===== config.mk =====
export PLATFORM = sky130hd
export DESIGN_NAME = dct_odd_collector
export DESIGN_NICKNAME = d
export VERILOG_FILES = /design/src/rtl/dct_odd_collector.sv
export SDC_FILE = /design/constraint.sdc
export NUM_CORES = 1
export LEC_CHECK = 0
export CAP_MARGIN = 20
export CORE_AREA = 2 2 222 224
export CTS_CLUSTER_SIZE = 10
export DETAILED_ROUTE_END_ITERATION = 10
export DIE_AREA = 0 0 224 226
export GPL_TIMING_DRIVEN = 0
export PLACE_DENSITY = 0.7
export SETUP_SLACK_MARGIN = 0.1
export SYNTH_ARGS = -nofsm -noshare
export SYNTH_HDL_FRONTEND = slang
export SYNTH_SLANG_ARGS = --single-unit

===== constraint.sdc =====
create_clock -name clk -period 4.66 [get_ports clk]
set_input_delay 0.932 -clock clk [delete_from_list [all_inputs] [get_ports clk]]
set_output_delay 0.932 -clock clk [all_outputs]
set_load 0.05 [all_outputs]

===== src/rtl/dct_odd_collector.sv =====
// dct_odd_collector
// Tracks issued sequencer/angle words through the datapath latency with a tag pipe,
// captures the datapath results into a ping-pong frame buffer and hands complete
// odd-coefficient frames downstream over a valid/ready handshake.
// Optional: define DCT_COLLECT_ERRCHK_EN for per-bank written masks and a sticky err.
module dct_odd_collector #(
    parameter int unsigned M         = 23,
    parameter int unsigned E         = 8,
    parameter int unsigned DCT_POINT = 16,
    parameter int unsigned LAT       = 12,
    localparam int unsigned W        = M + E + 1,
    localparam int unsigned F        = DCT_POINT / 2,
    localparam int unsigned X        = $clog2(F)
) (
    input  logic           clk,
    input  logic           clr,
    input  logic           issue_valid,
    input  logic [X-1:0]   issue_idx,
    output logic           issue_ready,
    input  logic [W-1:0]   dp_out,
    output logic           frame_valid,
    input  logic           frame_ready,
    output logic [W*F-1:0] frame_data
`ifdef DCT_COLLECT_ERRCHK_EN
    ,
    output logic           err
`endif
);

    localparam int unsigned OW = $clog2(2 * F + 1);
    localparam int unsigned CW = $clog2(F + 1);

    logic          accept;
    logic          capture;
    logic          bank_done;
    logic          release_frame;
    logic [X-1:0]  cap_idx;

    logic [LAT-1:0] tag_v_q, tag_v_d;
    logic [X-1:0]   tag_idx_q [LAT];
    logic [X-1:0]   tag_idx_d [LAT];

    logic [CW-1:0] fill_q [2];
    logic [CW-1:0] fill_d [2];
    logic [1:0]    full_q, full_d;
    logic          wr_q, wr_d;
    logic          rd_q, rd_d;
    logic [OW-1:0] occ_q, occ_d;

    logic [W-1:0]  mem_q [2][F];
    logic [W-1:0]  mem_d [2][F];

    // occ bounds in-flight tags plus held words, so a full bank is never rewritten
    assign issue_ready   = occ_q < OW'(2 * F);
    assign accept        = issue_valid && issue_ready && !clr;
    assign capture       = tag_v_q[LAT-1] && !clr;
    assign cap_idx       = tag_idx_q[LAT-1];
    assign bank_done     = capture && (fill_q[wr_q] == CW'(F - 1));
    assign frame_valid   = full_q[rd_q];
    assign release_frame = frame_valid && frame_ready;

    // Tag pipe: one entry per cycle, valid only for accepted issues
    always_comb begin
        tag_v_d      = '0;
        tag_idx_d[0] = issue_idx;
        tag_v_d[0]   = accept;
        for (int i = 1; i < LAT; i++) begin
            tag_v_d[i]   = tag_v_q[i-1];
            tag_idx_d[i] = tag_idx_q[i-1];
        end
    end

    // Bank bookkeeping: fill counters, full flags and ping-pong pointers
    always_comb begin
        fill_d = fill_q;
        full_d = full_q;
        wr_d   = wr_q;
        rd_d   = rd_q;
        if (capture) begin
            if (bank_done) begin
                fill_d[wr_q] = '0;
                full_d[wr_q] = 1'b1;
                wr_d         = ~wr_q;
            end else begin
                fill_d[wr_q] = fill_q[wr_q] + CW'(1);
            end
        end
        if (release_frame) begin
            full_d[rd_q] = 1'b0;
            rd_d         = ~rd_q;
        end
    end

    // Occupancy: +1 per accepted issue, -F per released frame; captures are neutral
    always_comb begin
        occ_d = occ_q + (accept ? OW'(1) : OW'(0)) - (release_frame ? OW'(F) : OW'(0));
    end

    // Frame storage write port
    always_comb begin
        mem_d = mem_q;
        if (capture) begin
            mem_d[wr_q][cap_idx] = dp_out;
        end
    end

    // Output view: read bank when a frame is presented, zeros otherwise
    always_comb begin
        frame_data = '0;
        if (frame_valid) begin
            for (int k = 0; k < F; k++) begin
                frame_data[W*k +: W] = mem_q[rd_q][k];
            end
        end
    end

    // Control state registers with synchronous clear
    always_ff @(posedge clk) begin
        if (clr) begin
            tag_v_q <= '0;
            for (int i = 0; i < LAT; i++) begin
                tag_idx_q[i] <= '0;
            end
            fill_q[0] <= '0;
            fill_q[1] <= '0;
            full_q    <= '0;
            wr_q      <= 1'b0;
            rd_q      <= 1'b0;
            occ_q     <= '0;
        end else begin
            tag_v_q   <= tag_v_d;
            tag_idx_q <= tag_idx_d;
            fill_q    <= fill_d;
            full_q    <= full_d;
            wr_q      <= wr_d;
            rd_q      <= rd_d;
            occ_q     <= occ_d;
        end
    end

    // Data storage; contents are only visible through a full flag, so no clear needed
    always_ff @(posedge clk) begin
        mem_q <= mem_d;
    end

`ifdef DCT_COLLECT_ERRCHK_EN
    logic [F-1:0] mask_q [2];
    logic [F-1:0] mask_d [2];
    logic         err_q, err_d;

    // Written masks flag duplicate slot writes; issuing into a stall is also an error
    always_comb begin
        mask_d = mask_q;
        err_d  = err_q;
        if (capture) begin
            if (mask_q[wr_q][cap_idx]) begin
                err_d = 1'b1;
            end
            if (bank_done) begin
                mask_d[wr_q] = '0;
            end else begin
                mask_d[wr_q][cap_idx] = 1'b1;
            end
        end
        if (issue_valid && !issue_ready) begin
            err_d = 1'b1;
        end
    end

    // Checker state, sticky until clr
    always_ff @(posedge clk) begin
        if (clr) begin
            mask_q[0] <= '0;
            mask_q[1] <= '0;
            err_q     <= 1'b0;
        end else begin
            mask_q <= mask_d;
            err_q  <= err_d;
        end
    end

    assign err = err_q;
`endif

endmodule


==> flow_summary.toml, run 1 <==
[status]
outcome = "completed"

[placement]
dp_hpwl_mm = 37.8
dp_cells = 2254
portBuffers = 296
pre_cts_slack_ns = 0.916
gp_congestion = 0.785

[yosys]
synth_mux_area_share_pct = 12.1
yosysUniqueCellTypes = 37
synth_top_family_by_area = "multiplexers"
ys_seq_area_share_pct = 77.8
ys_seq_elements = 577
yosys.area_share.simple_pct = 7.16
synth_ff_type = "edfxtp_1"
synthArstFlopShare_pct = 0
syn_avg_cell_area_um2 = 16.4
syn_nets = 1352
synth_fa_ha_area_share_pct = 0.467
synth-edff-count = 512
syn-instance-count = 1305
synthXorXnorAreaFrac_pct = 0.286
yosys_warnings = 0
synth_compound_area_share_pct = 0.613
netlist_area_um2 = 21400

[routing]
vias = 12300
firstDrtPassIters = 5
drtIter0Drc = 981
wl_per_cell_um = 23.5
drt-total-wl_mm = 55.1
ant_nets = 0
drc = 0
via_per_inst = 5.24

[clocking]
cts_sinks = 577
clk_latency_ns = 0.58
cts_root_buffer = "clkbuf_16"
clock_path_buffers = 3
hold_buffers = 0
htreeDepth = 3
cts.clk_slew.worst_paths_ns = 0.06
ctsResizeCount = 0
cts_tree = "built"
numCtsBuffers = 68
post_cts_buffers = 0

[final_layout]
post-route-util_pct = 57.3
layout_commonest_cell = "edfxtp_1"
final_cell_mix = "edfxtp_1, clkdlybuf4s50_1, nor2_1, mux2i_1, clkbuf_16"
final_layout_size_suffix_gt1_share_pct = 10.7
synthToLayoutAreaGrowth_pct = 29.2
nets = 1749
antenna_cells = 0
fin_cells = 2346

[worst_setup_path]
required_ns = 3.73
cp.arrival_ns = 3.32
end_kind = "output pin"
cp_max_fo = 10
crit_type = "reg -> out"
critPathLaunchType = "flop"

[sta]
slew_violations = 0
rsz0062_at_grt = "no"
fin_ws_ns = 0.404
tns_ns = 0
worstMarginPinSlew_ns = 0.879
finClkSkew_ns = 0.0219
fmax_mhz = 235
min_period_over_period_pct = 91.3
setup_viol = 0
hold_violations = 0
post-route-min-period_ns = 4.26
relSlewSlack_pct = 41.1

[grt]
antenna_found_initial = 0
grt_pass1_vias = 12000
grt_max_degree = 21
gr-total-overflow = 0
grt_pass1_wl_mm = 78.1
grt_use_total_pct = 21.5

[power]
clkPwrFrac_pct = 44.5
pwr-share-seq_pct = 53.7
powerDensity_nw_per_um2 = 379
netSwitchingPower_mw = 2.02
p_leak_nw = 8.71
comb_power_share_pct = 1.7
ir_drop_mv = 0.243
sw_frac_of_total_pct = 19.2
p_int_mw = 8.50

[floorplanning]
rows = 81
die_height_um = 226
die_area_um2 = 50600
io_pins = 297
coreArea_um2 = 48300
die_x_um = 224
start_util_pct = 44.4

[flow_run]
maxCapViolations = 0

[min_path]
min_path_type = "reg -> reg"
layer usage:
layer | vias to the layer above | wire length, µm | track usage, %
met2 | 465 | 26600 | 35.3
li1 | 5545 | - | -
met3 | 89 | 3350 | 3.66
met5 | - | 0 | 0
met1 | 6192 | 23600 | 29.0
met4 | 0 | 1590 | 7.83
Yosys cell counts (2+ instances only):
cell type  count  area [µm²]
and3_1         2        12.5
o31ai_1        2        15.0
a21oi_1        5        25.0
nor4_1         2        12.5
nand3_1        2        10.0
clkbuf_1      10        37.5
mux2i_1      258        2580
buf_2         56         280
xnor2_1        4        35.0
nor2b_1       48         300
o21ai_0        2        10.0
nand2_1       15        56.3
nand4_1        2        12.5
nand2b_1       4        25.0
xor2_1         3        26.3
edfxtp_1     512       15400
dfxtp_1       65        1300
or3_1          2        12.5
nor2_1       273        1020
ha_1           8         100
nor3_1         6        30.0
inv_1          8        30.0
nand3b_1       2        15.0
registers in the layout (all words and copies together), names as in the netlist:
name,cells
mem_q,512
tag_idx_d,33
tag_v_q,12
fill_q,8
occ_q,5
cap_idx,3
full_q,2
rd_q,1
wr_q,1
kinds of logic after synthesis:
| group | after synthesis |
|---|---|
| xor+xnor | 7 |
| compound gates | 19 |
| mux | 259 |
| simple gates | 361 |
| flops | 577 |
| buf+inv | 74 |
| fa+ha+maj | 8 |
per-stage QoR:
step,hold slack [ns],power [mW],cell area [µm²]
3_3_place_gp,0.417,5.93,25200
4_1_cts,0.438,10.6,27700
2_1_floorplan,0.414,5.82,21500
5_1_grt,0.450,10.8,27700
3_5_place_dp,0.425,5.94,25800
6_report,0.436,10.5,27700
worst max-delay path, cell delays in order (launching register included):
cell,delay [ns]
dfxtp_1,0.30
buf_2,0.25
mux2i_1,0.49
buf_2,0.44
buf_2,0.38
nor2_1,0.15
clkdlybuf4s50_1,0.73
final cells by class:
cell class | count | area [µm²]
fill | 3706 | 20600
sequential | 577 | 16700
multi-input combinational | 654 | 4540
timing repair buffer | 327 | 3440
clock buffer | 85 | 1830
tap | 622 | 778
buffer | 66 | 318
clock inverter | 7 | 90.1
inverter | 8 | 30.0
final timing paths:
kind | slack (ns) | cells after the start | endpoint | start
hold / removal | 0.44 | 1 | tag_idx_d[19] | tag_idx_d[22]
setup / recovery | 0.40 | 6 | frame_data[64] | rd_q
setup reg to reg | 1.90 | 6 | mem_q[507] | tag_v_q[11]
hold reg to reg | 0.44 | 1 | tag_idx_d[19] | tag_idx_d[22]
power by group through the flow:
| stage | combinational (mW) | clock, mW | sequential [mW] |
|---|---|---|---|
| 2_1_floorplan | 0.0639 | 0 | 5.75 |
| 3_3_place_gp | 0.173 | 0 | 5.75 |
| 3_5_place_dp | 0.183 | 0 | 5.75 |
| 4_1_cts | 0.184 | 4.76 | 5.65 |
| 5_1_grt | 0.199 | 4.97 | 5.65 |
| 6_report | 0.183 | 4.68 | 5.65 |
No activity file was read; power rests on OpenSTA's default activity.
==> run 2: changes to the inputs <==
--- a/config.mk
+++ b/config.mk
@@ -13,6 +13,7 @@
 export GPL_TIMING_DRIVEN = 0
 export PLACE_DENSITY = 0.7
 export SETUP_SLACK_MARGIN = 0.1
+export SKIP_LAST_GASP = 1
 export SYNTH_ARGS = -nofsm -noshare
 export SYNTH_HDL_FRONTEND = slang
 export SYNTH_SLANG_ARGS = --single-unit
==> results of run 2 <==
The final DEF is identical to that of run 1; final timing and power are the same.
